[src/rtl/reg_file_pkg.sv]
// Shared definitions for the parameterised register file.
// Holds the clear-sweep state encoding and the default widths.
package reg_file_pkg;
  localparam int DATA_W_DEF = 8;
  localparam int ADDR_W_DEF = 3;

  typedef enum logic {
    IDLE     = 1'b0,
    CLEARING = 1'b1
  } clr_state_t;
endpackage

[src/rtl/reg_file_param_if.sv]
// Processor-side bus of the register file.
//   master: drives IN, INADDRESS, WRITE, BUSYWAIT, CLEAR, OUT1ADDRESS, OUT2ADDRESS;
//           receives OUT1, OUT2, CLEAR_BUSY
//   slave : the register file (opposite directions)
interface reg_file_param_if #(
  parameter int DATA_W = reg_file_pkg::DATA_W_DEF,
  parameter int ADDR_W = reg_file_pkg::ADDR_W_DEF
);
  logic [DATA_W-1:0] IN;
  logic [ADDR_W-1:0] INADDRESS;
  logic              WRITE;
  logic              BUSYWAIT;
  logic              CLEAR;
  logic [ADDR_W-1:0] OUT1ADDRESS;
  logic [ADDR_W-1:0] OUT2ADDRESS;
  logic [DATA_W-1:0] OUT1;
  logic [DATA_W-1:0] OUT2;
  logic              CLEAR_BUSY;

  modport master (
    output IN, INADDRESS, WRITE, BUSYWAIT, CLEAR, OUT1ADDRESS, OUT2ADDRESS,
    input  OUT1, OUT2, CLEAR_BUSY
  );

  modport slave (
    input  IN, INADDRESS, WRITE, BUSYWAIT, CLEAR, OUT1ADDRESS, OUT2ADDRESS,
    output OUT1, OUT2, CLEAR_BUSY
  );
endinterface

[src/rtl/reg_file_param_clear_sequencer.sv]
// Clear-sweep sequencer: walks an address counter across every register.
// Ports:
//   CLK, RESET_N : clock, async active-low reset
//   CLEAR        : start a sweep (ignored while one is running)
//   CLEAR_BUSY   : registered, high while sweeping
//   CLR_ADDR     : register to zero on the coming edge
//   CLR_EN       : zero CLR_ADDR on the coming edge
//
// state    | meaning
// ---------+-----------------------------------------------
// IDLE     | no sweep; CLEAR here zeroes r0 and starts one
// CLEARING | zero r[cnt] each edge, back to IDLE after last
module clear_sequencer
  import reg_file_pkg::*;
#(
  parameter int ADDR_W = ADDR_W_DEF
) (
  input  logic              CLK,
  input  logic              RESET_N,
  input  logic              CLEAR,
  output logic              CLEAR_BUSY,
  output logic [ADDR_W-1:0] CLR_ADDR,
  output logic              CLR_EN
);
  localparam logic [ADDR_W-1:0] LAST = '1;

  clr_state_t        state;
  logic [ADDR_W-1:0] cnt;

  always_ff @(posedge CLK or negedge RESET_N) begin
    if (!RESET_N) begin
      state      <= IDLE;
      cnt        <= '0;
      CLEAR_BUSY <= 1'b0;
    end else begin
      case (state)
        IDLE: begin
          if (CLEAR) begin
            state      <= CLEARING;
            cnt        <= ADDR_W'(1);
            CLEAR_BUSY <= 1'b1;
          end
        end
        CLEARING: begin
          if (cnt == LAST) begin
            state      <= IDLE;
            cnt        <= '0;
            CLEAR_BUSY <= 1'b0;
          end else begin
            cnt <= cnt + ADDR_W'(1);
          end
        end
        default: begin
          state      <= IDLE;
          cnt        <= '0;
          CLEAR_BUSY <= 1'b0;
        end
      endcase
    end
  end

  // cnt rests at 0 in IDLE, so the starting edge zeroes r0 through the same path.
  assign CLR_ADDR = cnt;
  assign CLR_EN   = (state == CLEARING) | CLEAR;
endmodule

[src/rtl/reg_file_param.sv]
// Parameterised register file: one write port, two combinational read ports
// with write-through bypass, optional hardwired-zero r0, sequential clear.
// Ports:
//   CLK, RESET_N : clock, async active-low reset (zeroes all registers)
//   bus          : reg_file_param_if slave (write/read/clear signals)
module reg_file_param
  import reg_file_pkg::*;
#(
  parameter int DATA_W   = DATA_W_DEF,
  parameter int ADDR_W   = ADDR_W_DEF,
  parameter int ZERO_REG = 0
) (
  input  logic             CLK,
  input  logic             RESET_N,
  reg_file_param_if.slave  bus
);
  localparam int DEPTH = 2 ** ADDR_W;

  logic [DATA_W-1:0] regs [DEPTH];
  logic              clr_busy;
  logic [ADDR_W-1:0] clr_addr;
  logic              clr_en;
  logic              wr_qual;
  logic              wr_commit;

  clear_sequencer #(.ADDR_W(ADDR_W)) u_seq (
    .CLK        (CLK),
    .RESET_N    (RESET_N),
    .CLEAR      (bus.CLEAR),
    .CLEAR_BUSY (clr_busy),
    .CLR_ADDR   (clr_addr),
    .CLR_EN     (clr_en)
  );

  assign bus.CLEAR_BUSY = clr_busy;

  // RESET_N is part of the qualifier so the read ports show 0 during reset.
  assign wr_qual   = RESET_N & bus.WRITE & ~bus.BUSYWAIT & ~clr_busy;
  assign wr_commit = wr_qual & ~((ZERO_REG != 0) && (bus.INADDRESS == '0));

  always_ff @(posedge CLK or negedge RESET_N) begin
    if (!RESET_N) begin
      for (int i = 0; i < DEPTH; i++) regs[i] <= '0;
    end else if (clr_en) begin
      // clear outranks a write presented on the CLEAR edge
      regs[clr_addr] <= '0;
    end else if (wr_commit) begin
      regs[bus.INADDRESS] <= bus.IN;
    end
  end

  always_comb begin
    bus.OUT1 = regs[bus.OUT1ADDRESS];
    if ((ZERO_REG != 0) && (bus.OUT1ADDRESS == '0)) bus.OUT1 = '0;
    else if (wr_qual && (bus.INADDRESS == bus.OUT1ADDRESS)) bus.OUT1 = bus.IN;
  end

  always_comb begin
    bus.OUT2 = regs[bus.OUT2ADDRESS];
    if ((ZERO_REG != 0) && (bus.OUT2ADDRESS == '0)) bus.OUT2 = '0;
    else if (wr_qual && (bus.INADDRESS == bus.OUT2ADDRESS)) bus.OUT2 = bus.IN;
  end
endmodule
[src/flat_wrapper.sv]
// flat-port wrapper written by rule: the top's interface ports become plain ports
module reg_file_param_flat import reg_file_pkg::*;
#(
  parameter int DATA_W   = DATA_W_DEF,
  parameter int ADDR_W   = ADDR_W_DEF,
  parameter int ZERO_REG = 0
)
  (CLK, RESET_N, bus_IN, bus_INADDRESS, bus_WRITE, bus_BUSYWAIT, bus_CLEAR, bus_OUT1ADDRESS, bus_OUT2ADDRESS, bus_OUT1, bus_OUT2, bus_CLEAR_BUSY);
  reg_file_param_if #(.DATA_W(DATA_W), .ADDR_W(ADDR_W)) bus_i ();
  input  logic CLK;
  input  logic RESET_N;
  input wire logic [$bits(bus_i.IN)-1:0] bus_IN;
  input wire logic [$bits(bus_i.INADDRESS)-1:0] bus_INADDRESS;
  input wire logic [$bits(bus_i.WRITE)-1:0] bus_WRITE;
  input wire logic [$bits(bus_i.BUSYWAIT)-1:0] bus_BUSYWAIT;
  input wire logic [$bits(bus_i.CLEAR)-1:0] bus_CLEAR;
  input wire logic [$bits(bus_i.OUT1ADDRESS)-1:0] bus_OUT1ADDRESS;
  input wire logic [$bits(bus_i.OUT2ADDRESS)-1:0] bus_OUT2ADDRESS;
  output wire logic [$bits(bus_i.OUT1)-1:0] bus_OUT1;
  output wire logic [$bits(bus_i.OUT2)-1:0] bus_OUT2;
  output wire logic [$bits(bus_i.CLEAR_BUSY)-1:0] bus_CLEAR_BUSY;
  assign bus_i.IN = bus_IN;
  assign bus_i.INADDRESS = bus_INADDRESS;
  assign bus_i.WRITE = bus_WRITE;
  assign bus_i.BUSYWAIT = bus_BUSYWAIT;
  assign bus_i.CLEAR = bus_CLEAR;
  assign bus_i.OUT1ADDRESS = bus_OUT1ADDRESS;
  assign bus_i.OUT2ADDRESS = bus_OUT2ADDRESS;
  assign bus_OUT1 = bus_i.OUT1;
  assign bus_OUT2 = bus_i.OUT2;
  assign bus_CLEAR_BUSY = bus_i.CLEAR_BUSY;
  reg_file_param #(.DATA_W(DATA_W), .ADDR_W(ADDR_W), .ZERO_REG(ZERO_REG)) u_core (.CLK(CLK), .RESET_N(RESET_N), .bus(bus_i));
endmodule
[config.mk]
export PLATFORM = sky130hd
export DESIGN_NAME = reg_file_param_flat
export DESIGN_NICKNAME = d
export VERILOG_FILES = /design/src/rtl/reg_file_pkg.sv /design/src/rtl/reg_file_param_if.sv /design/src/rtl/reg_file_param_clear_sequencer.sv /design/src/rtl/reg_file_param.sv /design/src/flat_wrapper.sv
export SDC_FILE = /design/constraint.sdc
export NUM_CORES = 1
export LEC_CHECK = 0
export ABC_CLOCK_PERIOD_IN_PS = 4500
export CAP_MARGIN = 20
export CORE_UTILIZATION = 50
export DETAILED_ROUTE_END_ITERATION = 12
export PLACE_DENSITY_LB_ADDON = 0.2
export SYNTH_ARGS = -nofsm -noshare
export SYNTH_HDL_FRONTEND = slang
export SYNTH_HIERARCHICAL = 1
export SYNTH_SLANG_ARGS = --single-unit
export TNS_END_PERCENT = 50
[constraint.sdc]
create_clock -name CLK -period 4.5 [get_ports CLK]
set_input_delay 0.45 -clock CLK [delete_from_list [all_inputs] [get_ports CLK]]
set_output_delay 0.45 -clock CLK [all_outputs]
set_load 0.005 [all_outputs]
==> impl_metrics.toml <==
[global_routing]
grt_first_pass_wirelength_mm = 16.9
antenna_found_initial = 0
overflow = 0
grt_max_degree = 43
grt_pass1_vias = 3097
track_usage_pct = 26.4

[floorplan]
rows = 33
die_h_um = 94.9
core-area_um2 = 8300
initial_core_util_pct = 52.0
die-area_um2 = 9000
pin_count = 39
die_w_um = 94.9

[sta]
worstMarginPinSlew_ps = 844
fin_hold_ws_ps = 177
max-slew-margin-rel_pct = 43.5
hold_viol_final = 0
rsz0062_at_grt = "no"
setup_viol = 0
skew_ps = 9.12
period_minus_slack_ps = 3440
fin_ws_ps = 1060
maxSlewViolCount = 0
fmax_mhz = 291
fin_crit_sh_pct = 76.5
setup_tns_ps = 0

[layout]
drive_above_1_share_pct = 11.5
nets = 395
most-common-layout-cells = "mux2i_1, dfrtp_1, nand2_1"
nFillCells = 643
final_common_cell = "mux2i_1"
antenna_cells = 0
final_cell_area_um2 = 4940
area_growth_pct = 14.5

[clock_network]
cts_buffer_depth = 2
clockRootBuffer = "clkbuf_8"
cts_setup_buffers = 0
htree_levels = 3
tritoncts = "built"
cts_sinks = 69
clock_latency_ps = 360
clk_pin_slew_worst_paths_ps = 80
cts_made_buffers = 9
cts_hold_buffers = 0
cts_resized = 0

[placed_design]
gp_congestion = 0.813
io_buffers = 38
place_hpwl_mm = 7.36
pre_cts_slack_ps = 1040
place_area_um2 = 4700

[drt]
ant_nets = 0
vias_per_cell = 6.17
vias = 2963
wl_mm = 10.7
wl_per_cell_um = 22.3
drtIter0Drc = 115
firstDrtPassIters = 4
drc = 0

[logic_synthesis]
synth-seq-cells = 69
synth.avg_cell_area_um2 = 12.6
ys_warn_count = 6
synthCells = 341
synthesis.nets = 366
yosysUniqueCellTypes = 31
synth-seq-area-share_pct = 40.0
syn-cell-area_um2 = 4310

[setup_path]
crit_path_max_incr_delay_ps = 1020
start_kind = "input port"
end_kind = "output pin"
cpLargestDelayFamily = "buffers and inverters"
path_cells = "clkdlybuf4s50_1 -> buf_4 -> mux4_2 -> mux2i_1 -> mux2i_1 -> clkdlybuf4s50_1"
worstSetupPathType = "in2out"
cp_data_arrival_time_ps = 2990
critPathMaxFanout = 13
critPathSlowestCell = "clkdlybuf4s50_1"
required_ps = 4050
critPathBufInv = 3

[power_and_ir_drop]
p_comb_share_pct = 17.9
pwr-share-seq_pct = 43.7
power.share.clock_pct = 38.4
vdd_drop_max_uv = 282
finalPower_mw = 1.61
p_sw_share_pct = 29.4
p_per_area_nw_per_um2 = 326
switchingPower_mw = 0.473
p_leak_nw = 2.66
p_int_mw = 1.14

[run]
max-cap-violations = 0

[hold_path]
hold_class = "in2async"

[status]
status = "complete, no violations"
state kept, by name, indices dropped and copies added, names as in the netlist:
signal / flops
u_core/regs: 64
u_core/u_seq/CLR_ADDR: 3
u_core/u_seq/CLEAR_BUSY: 1
u_core/u_seq/state: 1
synth_stat cells (all sizes together):
cell	number	area, um^2
or4b	1	10.0
mux4	32	781
o22ai	1	6.26
and2	1	6.26
nand4b	7	61.3
nand2	64	240
o21ai	1	5.00
nor2	4	17.5
nand4bb	7	78.8
nand2b	1	6.26
nand4	3	48.8
clkbuf	5	18.8
a22o	1	8.76
a32o	1	10.0
and4bb	1	12.5
mux2i	96	961
buf	23	161
dfrtp	69	1730
o2bb2ai	1	8.76
nor2b	2	12.5
inv	3	11.3
clkinv	8	30.0
ha	3	37.5
xnor2	6	52.6
path summary, 6_finish.rpt:
check	startpoint	endpoint	slack (ps)	cells past startpoint
min in group CLK	u_core/regs[21]$_DFFE_PN0P_	u_core/regs[21]$_DFFE_PN0P_	550	2
max in group asynchronous	RESET_N	u_core/regs[2]$_DFFE_PN0P_	3430	3
worst min register to register	u_core/regs[21]$_DFFE_PN0P_	u_core/regs[21]$_DFFE_PN0P_	550	2
worst min-delay path	RESET_N	u_core/u_seq/CLR_ADDR[0]$_DFFE_PN0P_	180	2
worst max register to register	u_core/u_seq/CLEAR_BUSY$_DFFE_PN0P_	u_core/regs[6]$_DFFE_PN0P_	2370	3
worst max-delay path	bus_OUT1ADDRESS[0]	bus_OUT1[6]	1060	6
kinds of logic after synthesis:
| kind of cell | Yosys count | synth area share (%) |
|---|---|---|
| flip-flops | 69 | 40.0 |
| AO/OA/AOI/OAI | 5 | 0.899 |
| multiplexers | 128 | 40.4 |
| buffers and inverters | 39 | 5.13 |
| XOR/XNOR | 6 | 1.22 |
| AND/OR/NAND/NOR | 91 | 11.5 |
| adder cells (fa/ha/maj) | 3 | 0.870 |
per-layer routing:
layer  track usage (%)  part of all wire, %
met3              4.03                  3.7
met4              15.0                  3.0
met2              42.0                   50
met1              34.3                   43
met5                 0                    0
stage by stage:
step / utilization (%) / cells
after global routing: 59.5 / 480
after global placement: 56.6 / 464
final: 59.5 / 480
after detailed placement: 56.6 / 464
after CTS: 59.5 / 480
after floorplan: - / 341
worst reg2reg max path, delay by kind of cell, from the launching register on:
kind	cells	cell delay, ps
mux	1	370
simple gates	2	1250
flops	1	410
power groups by stage:
stage          clock [mW]  sequential (mW)  combinational, mW
2_1_floorplan           0            0.684              0.218
3_3_place_gp            0            0.712              0.286
3_5_place_dp            0            0.715              0.289
4_1_cts             0.628            0.703              0.290
5_1_grt             0.648            0.713              0.315
6_report            0.618            0.704              0.289
layout make-up:
| class | instances | area, um^2 | share of cell area, % |
|---|---|---|---|
| tap | 105 | 131 | 2.66 |
| clock inverter | 6 | 111 | 2.25 |
| sequential | 69 | 1730 | 35.0 |
| clock buffer | 10 | 128 | 2.58 |
| inverter | 11 | 41.3 | 0.836 |
| timing repair buffer | 46 | 435 | 8.82 |
| multi-input combinational | 233 | 2360 | 47.9 |
Note: power is estimated with default switching activity, not from simulation.
